$ cat src/rtl/tboom_checkpoint_ctrl.sv
// tboom_checkpoint_ctrl: in-order rename checkpoint slot allocator with mispredict restore/drain sequencing
module tboom_checkpoint_ctrl #(
    parameter int CHECKPOINT_DEPTH = 8,
    parameter int RECOVERY_CYCLES  = 2,
    localparam int TAG_W = $clog2(CHECKPOINT_DEPTH)
) (
    input  logic             clk,
    input  logic             rst,
    input  logic             br_alloc_valid,
    output logic             br_alloc_ready,
    output logic [TAG_W-1:0] br_alloc_tag,
    input  logic             br_resolve_valid,
    input  logic [TAG_W-1:0] br_resolve_tag,
    input  logic             br_mispredict,
    output logic             fl_checkpoint,
    output logic             fl_restore,
    output logic [TAG_W-1:0] fl_checkpoint_restore_pos,
    output logic             rename_stall,
    output logic [TAG_W:0]   num_free,
    output logic             invalid_resolve
);
    localparam int CW = $clog2(RECOVERY_CYCLES + 1);
    typedef enum logic [1:0] {IDLE, RESTORE, DRAIN} state_t;
    state_t                      state_q;
    logic [CW-1:0]               cnt_q;
    logic [TAG_W:0]              head_q, tail_q, head_d, tail_d, occ;
    logic [CHECKPOINT_DEPTH-1:0] live_q, live_d, resolved_q, resolved_d;
    logic [TAG_W-1:0]            restore_tag_q, head_idx, tail_idx, dt;
    logic                        invalid_q, alloc, tag_live, mis, ok, retire;
    assign head_idx                  = head_q[TAG_W-1:0];
    assign tail_idx                  = tail_q[TAG_W-1:0];
    assign occ                       = tail_q - head_q;
    assign num_free                  = (TAG_W+1)'(CHECKPOINT_DEPTH) - occ;
    assign br_alloc_ready            = (state_q == IDLE) && (num_free != '0);
    assign alloc                     = br_alloc_valid && br_alloc_ready;
    assign br_alloc_tag              = tail_idx;
    assign fl_checkpoint             = alloc;
    assign fl_restore                = (state_q == RESTORE);
    assign fl_checkpoint_restore_pos = fl_restore ? restore_tag_q : tail_idx;
    assign rename_stall              = (state_q != IDLE);
    assign invalid_resolve           = invalid_q;
    assign tag_live                  = live_q[br_resolve_tag];
    assign mis                       = br_resolve_valid && br_mispredict && tag_live;
    assign ok                        = br_resolve_valid && !br_mispredict && tag_live;
    assign dt                        = br_resolve_tag - head_idx;
    // a mispredict of the head slot empties the buffer, so it must not also retire
    assign retire = live_q[head_idx] && resolved_q[head_idx] && !(mis && dt == '0);
    assign head_d = head_q + {{TAG_W{1'b0}}, retire};
    assign tail_d = mis ? head_q + {1'b0, dt} : tail_q + {{TAG_W{1'b0}}, alloc};
    always_comb begin
        live_d     = live_q;
        resolved_d = resolved_q;
        if (alloc) begin
            live_d[tail_idx]     = 1'b1;
            resolved_d[tail_idx] = 1'b0;
        end
        if (ok) resolved_d[br_resolve_tag] = 1'b1;
        if (retire) live_d[head_idx] = 1'b0;
        if (mis) begin
            for (int i = 0; i < CHECKPOINT_DEPTH; i++) begin
                if (TAG_W'(i) - head_idx >= dt) live_d[i] = 1'b0;
            end
        end
    end
    always_ff @(posedge clk) begin
        if (rst) begin
            state_q       <= IDLE;
            cnt_q         <= '0;
            head_q        <= '0;
            tail_q        <= '0;
            live_q        <= '0;
            resolved_q    <= '0;
            restore_tag_q <= '0;
            invalid_q     <= 1'b0;
        end else begin
            head_q     <= head_d;
            tail_q     <= tail_d;
            live_q     <= live_d;
            resolved_q <= resolved_d;
            invalid_q  <= invalid_q || (br_resolve_valid && !tag_live);
            if (mis) begin
                state_q       <= RESTORE;
                cnt_q         <= CW'(RECOVERY_CYCLES - 1);
                restore_tag_q <= br_resolve_tag;
            end else if (state_q == RESTORE) begin
                state_q <= DRAIN;
            end else if (state_q == DRAIN) begin
                if (cnt_q == '0) state_q <= IDLE;
                else cnt_q <= cnt_q - 1'b1;
            end
        end
    end
endmodule
$ cat config.mk
export PLATFORM = sky130hd
export DESIGN_NAME = tboom_checkpoint_ctrl
export DESIGN_NICKNAME = d
export VERILOG_FILES = /design/src/rtl/tboom_checkpoint_ctrl.sv
export SDC_FILE = /design/constraint.sdc
export NUM_CORES = 1
export LEC_CHECK = 0
export ABC_CLOCK_PERIOD_IN_PS = 6600
export CORE_AREA = 2 2 67 69
export CTS_CLUSTER_SIZE = 12
export DETAILED_ROUTE_END_ITERATION = 8
export DIE_AREA = 0 0 69 71
export GPL_TIMING_DRIVEN = 0
export PLACE_DENSITY = 0.93
export SLEW_MARGIN = 20
export SYNTH_ARGS = -nofsm -noshare
export SYNTH_HDL_FRONTEND = slang
export SYNTH_SLANG_ARGS = --single-unit
$ cat constraint.sdc
create_clock -name clk -period 6.6 [get_ports clk]
set_input_delay 1.32 -clock clk [delete_from_list [all_inputs] [get_ports clk]]
set_output_delay 1.32 -clock clk [all_outputs]
set_load 0.05 [all_outputs]
==> results of run 1 <==
[placed cells by master (no fill, tap or decap), types with 7 or more instances in the layout]
master,instances
clkdlybuf4s50_1,22
a2111oi_1,7
inv_1,34
a31oi_1,8
dfxtp_1,32
ha_1,35
nand2_1,18
mux2i_1,7
nor2_1,15
xnor2_1,9
o21ai_0,19
a21oi_1,16
nand3_1,10
[stage by stage]
stage / instances / cell area [um2]
after floorplan: 286 / 2480
after global placement: 360 / 2760
after detailed placement: 360 / 2760
after CTS: 368 / 2870
after global routing: 368 / 2870
final: 368 / 2870
[worst max-delay path: stages, from the launching register on]
cell	delay [ns]
dfxtp_1	0.37
buf_2	0.22
inv_1	0.23
ha_1	0.20
inv_1	0.05
ha_1	0.19
fa_1	0.38
xnor2_1	0.18
xnor2_1	0.14
nand3_1	0.16
clkbuf_1	0.38
and3_1	0.26
clkdlybuf4s50_1	0.81
[report_power, final]
group	internal [mW]	switching, mW	leakage, nW
Sequential	0.203	0.0124	0.259
Clock	0.112	0.0747	0.0552
Combinational	0.0926	0.175	0.894
Total	0.408	0.262	1.21
[final cells by class]
type | instances | area, um2
Timing Repair Buffer | 22 | 220
Tap cell | 52 | 65.1
Inverter | 34 | 128
Sequential cell | 32 | 641
Clock buffer | 6 | 72.6
Fill cell | 340 | 1340
Multi-Input combinational cell | 205 | 1620
Buffer | 15 | 83.8
Clock inverter | 2 | 35.0
[kinds of logic (layout without fill, tap and decap cells)]
kind of cell,count (synthesis),in the layout,share of synthesized area
AO/OA/AOI/OAI,71,71,0.198
XOR/XNOR,14,14,0.0561
adder cells (fa/ha/maj),38,38,0.201
buffers and inverters,49,79,0.0854
flip-flops,32,32,0.259
multiplexers,10,10,0.0419
AND/OR/NAND/NOR,72,72,0.159
[per-layer routing]
metal | vias to the layer above | wire length, um | GRT usage | part of all wire
li1 | 1065 | - | - | -
met1 | 1056 | 2490 | 0.312 | 0.39
met2 | 119 | 3130 | 0.466 | 0.49
met3 | 31 | 546 | 0.0954 | 0.085
met4 | 0 | 257 | 0.118 | 0.040
met5 | - | 0 | 0 | 0
[worst paths after layout]
kind,start,to,depth (start not counted)
hold reg to reg,invalid_resolve$_SDFF_PP0_,invalid_resolve$_SDFF_PP0_,2
setup reg to reg,head_q[0]$_SDFF_PP0_,tail_q[2]$_SDFF_PP0_,15
hold / removal,invalid_resolve$_SDFF_PP0_,invalid_resolve$_SDFF_PP0_,2
setup / recovery,head_q[0]$_SDFF_PP0_,fl_checkpoint,12
[state kept, by name, indices dropped and copies added, names as in the netlist]
name / cells
cnt_q: 2
head_q: 4
invalid_resolve: 1
live_q: 8
resolved_q: 8
restore_tag_q: 3
state_q: 2
tail_q: 4
[cells in the mapped netlist (2+ instances only)]
cell / number
buf_4: 4
fa_1: 3
buf_1: 3
and2_1: 2
buf_2: 3
a21oi_1: 16
nor2b_1: 3
xnor2_1: 9
and3_1: 2
ha_1: 35
mux2i_1: 7
a32o_1: 2
a211oi_1: 3
nand3_1: 10
nor4_1: 3
o21ai_0: 19
nand2_1: 18
a31oi_1: 8
a2111oi_1: 7
nor3_1: 4
dfxtp_1: 32
nor2_1: 15
nor4_2: 2
inv_1: 34
clkbuf_1: 3
o31ai_2: 2
mux2_2: 3
o2bb2ai_2: 2
xor2_1: 4
nor3b_1: 2
a21boi_0: 3
==> reports/metrics.cfg, run 1 <==
[sta]
setup-tns-final_ns = 0
relSlewSlack = 0.560
post-route-min-period_ns = 5.17
fin_ws_ns = 1.43
worst_pin_slew_ns = 0.651
grt_setup_unrepaired = false
fin_crit_sh = 0.784
hold_violations = 0
slew_violations = 0
fmax_ghz = 0.193
timing.hold.ws_ns = 0.462
skew_ns = 0.00798
finalSetupViolations = 0

[critical_path]
rrSetupSlack_ns = 2.99
cp_max_fo = 10
cp.arrival_ns = 3.85
timing.critical_path.from_type = flop
worstSetupEndpointType = output pin
crit_type = reg2out
cp.required_ns = 5.28

[drt]
vias_per_cell = 6.17
ant_nets = 0
drc = 0
first_pass_iters = 5
wl_per_cell_um = 17.5
drt_iter0_markers = 190
wirelength_um = 6430
vias = 2271

[grt]
grt_pass1_wl_um = 10700
grt_pass1_vias = 2288
antenna_found_initial = 0
grt_max_degree = 13
grt_use_total = 0.273
grt.overflow.total = 0

[synth]
yosysTopAreaCellShare = 0.259
synthArstFlopShare = 0
yosys-top-cells-area = dfxtp_1, ha_1, inv_1
synth-edff-count = 0
syn-num-nets = 332
synth_ff_type = dfxtp_1
syn_area_mm2 = 0.00248
ys_types = 54
netlist_instances = 286
avgSynthCellArea_um2 = 8.66
synth_seq_cells = 32
ys_warn_count = 0
synth_top_area_cell = dfxtp_1
yosysSeqAreaShare = 0.259

[clock_network]
cts_tree = built
clockRootBuffer = clkbuf_8
cts_made_buffers = 5
numClockSinks = 32
clkTransAtPathRegs_ns = 0.06
cts_buffer_depth = 2
holdBufCountCts = 0
cts_resized = 0
insertion_delay_ns = 0.30
cts_max_level = 2
post_cts_buffers = 0

[placement]
port_buffers = 22
place_congestion = 0.985
dp_hpwl_um = 4850
preCtsSetupSlack_ns = 1.75

[worst_hold_path]
holdCritPathClass = reg2reg

[die]
rows = 24
initial_core_util = 0.589
dieWidth_um = 69
ios = 23
fp.dieArea_mm2 = 0.00490
fp.dieH_um = 71
core_mm2 = 0.00420

[cells_and_area]
fin_nets = 361
area_growth_syn_to_layout_pct = 15.9
layout-drive-gt1-share = 0.101
post-route-util = 0.682
antenna-diode-count = 0

[job]
max_cap_viol_count = 0

[power_and_ir_drop]
p_leak_nw = 1.21
p_total_mw = 0.670
ir_drop_v = 0.000142
powerDensity_mw_per_mm2 = 234

[run_status]
run_status = finished, final reports clean

No activity file was read; power rests on OpenSTA's default activity.
==> run 2, diff against run 1 <==
- ABC_CLOCK_PERIOD_IN_PS: 6600 -> 5000
- CORE_AREA: 2 2 67 69 -> 2 2 69 71
- DIE_AREA: 0 0 69 71 -> 0 0 71 73
- PLACE_DENSITY: 0.93 -> 0.89
- clock period: 6.6 -> 5 ns (I/O delays scaled with it)
==> reports/metrics.cfg, run 2 (synthesis gave the netlist of run 1 again) <==
[run_status]
run_status = finished, final reports clean  ; unchanged

[critical_path]
cp.arrival_ns = 3.86  ; was 3.85 ns
cp.required_ns = 4.00  ; was 5.28 ns
cp_cell_sequence = buf_2 -> inv_1 -> ha_1 -> inv_1 -> ha_1 -> fa_1 -> xnor2_1 -> xnor2_1 -> nand3_1 -> clkbuf_1 -> and3_1 -> clkdlybuf4s50_1  ; unchanged
worstSetupEndpointType = output pin  ; unchanged
timing.critical_path.from_type = flop  ; unchanged
cp_slowest_cell = clkdlybuf4s50_1  ; unchanged
rrSetupSlack_ns = 1.41  ; was 2.99 ns
critical-path-top-delay-family = buffers and inverters  ; unchanged
cp_max_fo = 10  ; unchanged
critical_path_buf_inv_count = 5  ; unchanged
crit_type = reg2out  ; unchanged
cpPeakStageDelay_ns = 0.82  ; was 0.81 ns

[sta]
fmax_ghz = 0.206
skew_ns = 0.00257  ; was 0.00798 ns
setup-tns-final_ns = 0  ; unchanged
grt_setup_unrepaired = false  ; unchanged
slew_violations = 0  ; unchanged
post-route-min-period_ns = 4.86
hold_violations = 0  ; unchanged
timing.hold.ws_ns = 0.451  ; was 0.462 ns
relSlewSlack = 0.566  ; was 0.560
worst_pin_slew_ns = 0.646  ; was 0.651 ns
finalSetupViolations = 0  ; unchanged
fin_crit_sh = 0.972

[drt]
wl_per_cell_um = 16.8  ; was 17.5 um
drc = 0  ; unchanged
first_pass_iters = 5  ; unchanged
wirelength_um = 6220  ; was 6430 um
ant_nets = 0  ; unchanged
vias = 2241  ; was 2,271
drt_iter0_markers = 119  ; was 190
vias_per_cell = 6.06  ; was 6.17

[clock_network]
cts_buffer_depth = 2  ; unchanged
cts_max_level = 2  ; unchanged
holdBufCountCts = 0  ; unchanged
numClockSinks = 32  ; unchanged
cts_tree = built  ; unchanged
clkTransAtPathRegs_ns = 0.07  ; was 0.06 ns
clockRootBuffer = clkbuf_8  ; unchanged
cts_made_buffers = 5  ; unchanged
insertion_delay_ns = 0.29  ; was 0.30 ns
post_cts_buffers = 0  ; unchanged
cts_resized = 0  ; unchanged

[power_and_ir_drop]
p_leak_nw = 1.21  ; about the same
p_total_mw = 0.887  ; was 0.670 mW
powerDensity_mw_per_mm2 = 309  ; was 234 mW/mm2
ir_drop_v = 0.000164  ; was 0.000142 V

[grt]
grt_max_degree = 13  ; unchanged
grt.overflow.total = 0  ; unchanged
antenna_found_initial = 0  ; unchanged
grt_pass1_wl_um = 10200  ; was 10,700 um
grt_use_total = 0.256  ; was 0.273
grt_pass1_vias = 2139  ; was 2,288

[die]
dieWidth_um = 71  ; was 69 um
ios = 23  ; unchanged
fp.dieArea_mm2 = 0.00518  ; was 0.00490 mm2
core_mm2 = 0.00454  ; was 0.00420 mm2
rows = 25  ; was 24
fp.dieH_um = 73  ; was 71 um
initial_core_util = 0.546  ; was 0.589

[cells_and_area]
layout-drive-gt1-share = 0.104  ; was 0.101
fin_nets = 361  ; unchanged
area_growth_syn_to_layout_pct = 16.0  ; was 15.9%
post-route-util = 0.633  ; was 0.682
antenna-diode-count = 0  ; unchanged
final_common_cell = ha_1  ; unchanged
final_cell_mix = ha_1, inv_1, dfxtp_1  ; unchanged
reg_top3 = live_q x8, resolved_q x8  ; unchanged
stdcell_count = 370  ; was 368

[job]
max_cap_viol_count = 0  ; unchanged

[placement]
dpl.cell_count = 362  ; was 360
place_congestion = 0.929  ; was 0.985
port_buffers = 22  ; unchanged
dp_hpwl_um = 4710  ; was 4850 um

[worst_hold_path]
holdCritPathClass = reg2reg  ; unchanged

run 2: where the power goes:
| group | internal [mW] | switching, mW | total, mW |
|---|---|---|---|
| combinational | 0.122 | 0.230 | 0.352 |
| sequential | 0.268 | 0.0152 | 0.283 |
| clock | 0.148 | 0.104 | 0.252 |
| total | 0.538 | 0.349 | 0.887 |
run 2: worst register-to-register path, delay by kind of cell, from the launching register on:
family                     cells  cell delay, ns
adders and majority gates      5            1.24
muxes                          1            0.16
buffers and inverters          4            0.76
DFF                            1            0.38
and+or+nand+nor                3            0.55
xor gates and xnor gates       2            0.37
run 2: per-stage QoR:
step / setup slack (ns) / cell area, um2
after floorplan: 1.15 / 2480
after global placement: 0.567 / 2760
after detailed placement: 0.493 / 2760
after CTS: 0.158 / 2870
after global routing: 0.0270 / 2870
final: 0.140 / 2870
run 2: final cells by class:
cell class	count	area (um2)
Sequential cell	32	642
Inverter	34	128
Clock inverter	2	35.0
Timing Repair Buffer	22	220
Tap cell	54	67.6
Clock buffer	6	72.6
Fill cell	412	1660
Buffer	15	83.8
Multi-Input combinational cell	205	1620
run 2: final timing paths:
| check | depth (start not counted) | startpoint | endpoint |
|---|---|---|---|
| worst min-delay path | 2 | invalid_resolve$_SDFF_PP0_ | invalid_resolve$_SDFF_PP0_ |
| worst max register to register | 15 | head_q[0]$_SDFF_PP0_ | tail_q[1]$_SDFF_PP0_ |
| worst max-delay path | 12 | head_q[0]$_SDFF_PP0_ | fl_checkpoint |
| worst min register to register | 2 | invalid_resolve$_SDFF_PP0_ | invalid_resolve$_SDFF_PP0_ |
run 2: layer usage:
metal / global-route usage / vias to the layer above / part of all wire / wire [um]
li1: - / 1060 / - / -
met1: 0.331 / 1064 / 0.43 / 2680
met2: 0.415 / 99 / 0.46 / 2860
met3: 0.0511 / 18 / 0.076 / 471
met4: 0.115 / 0 / 0.034 / 212
met5: 0 / - / 0 / 0
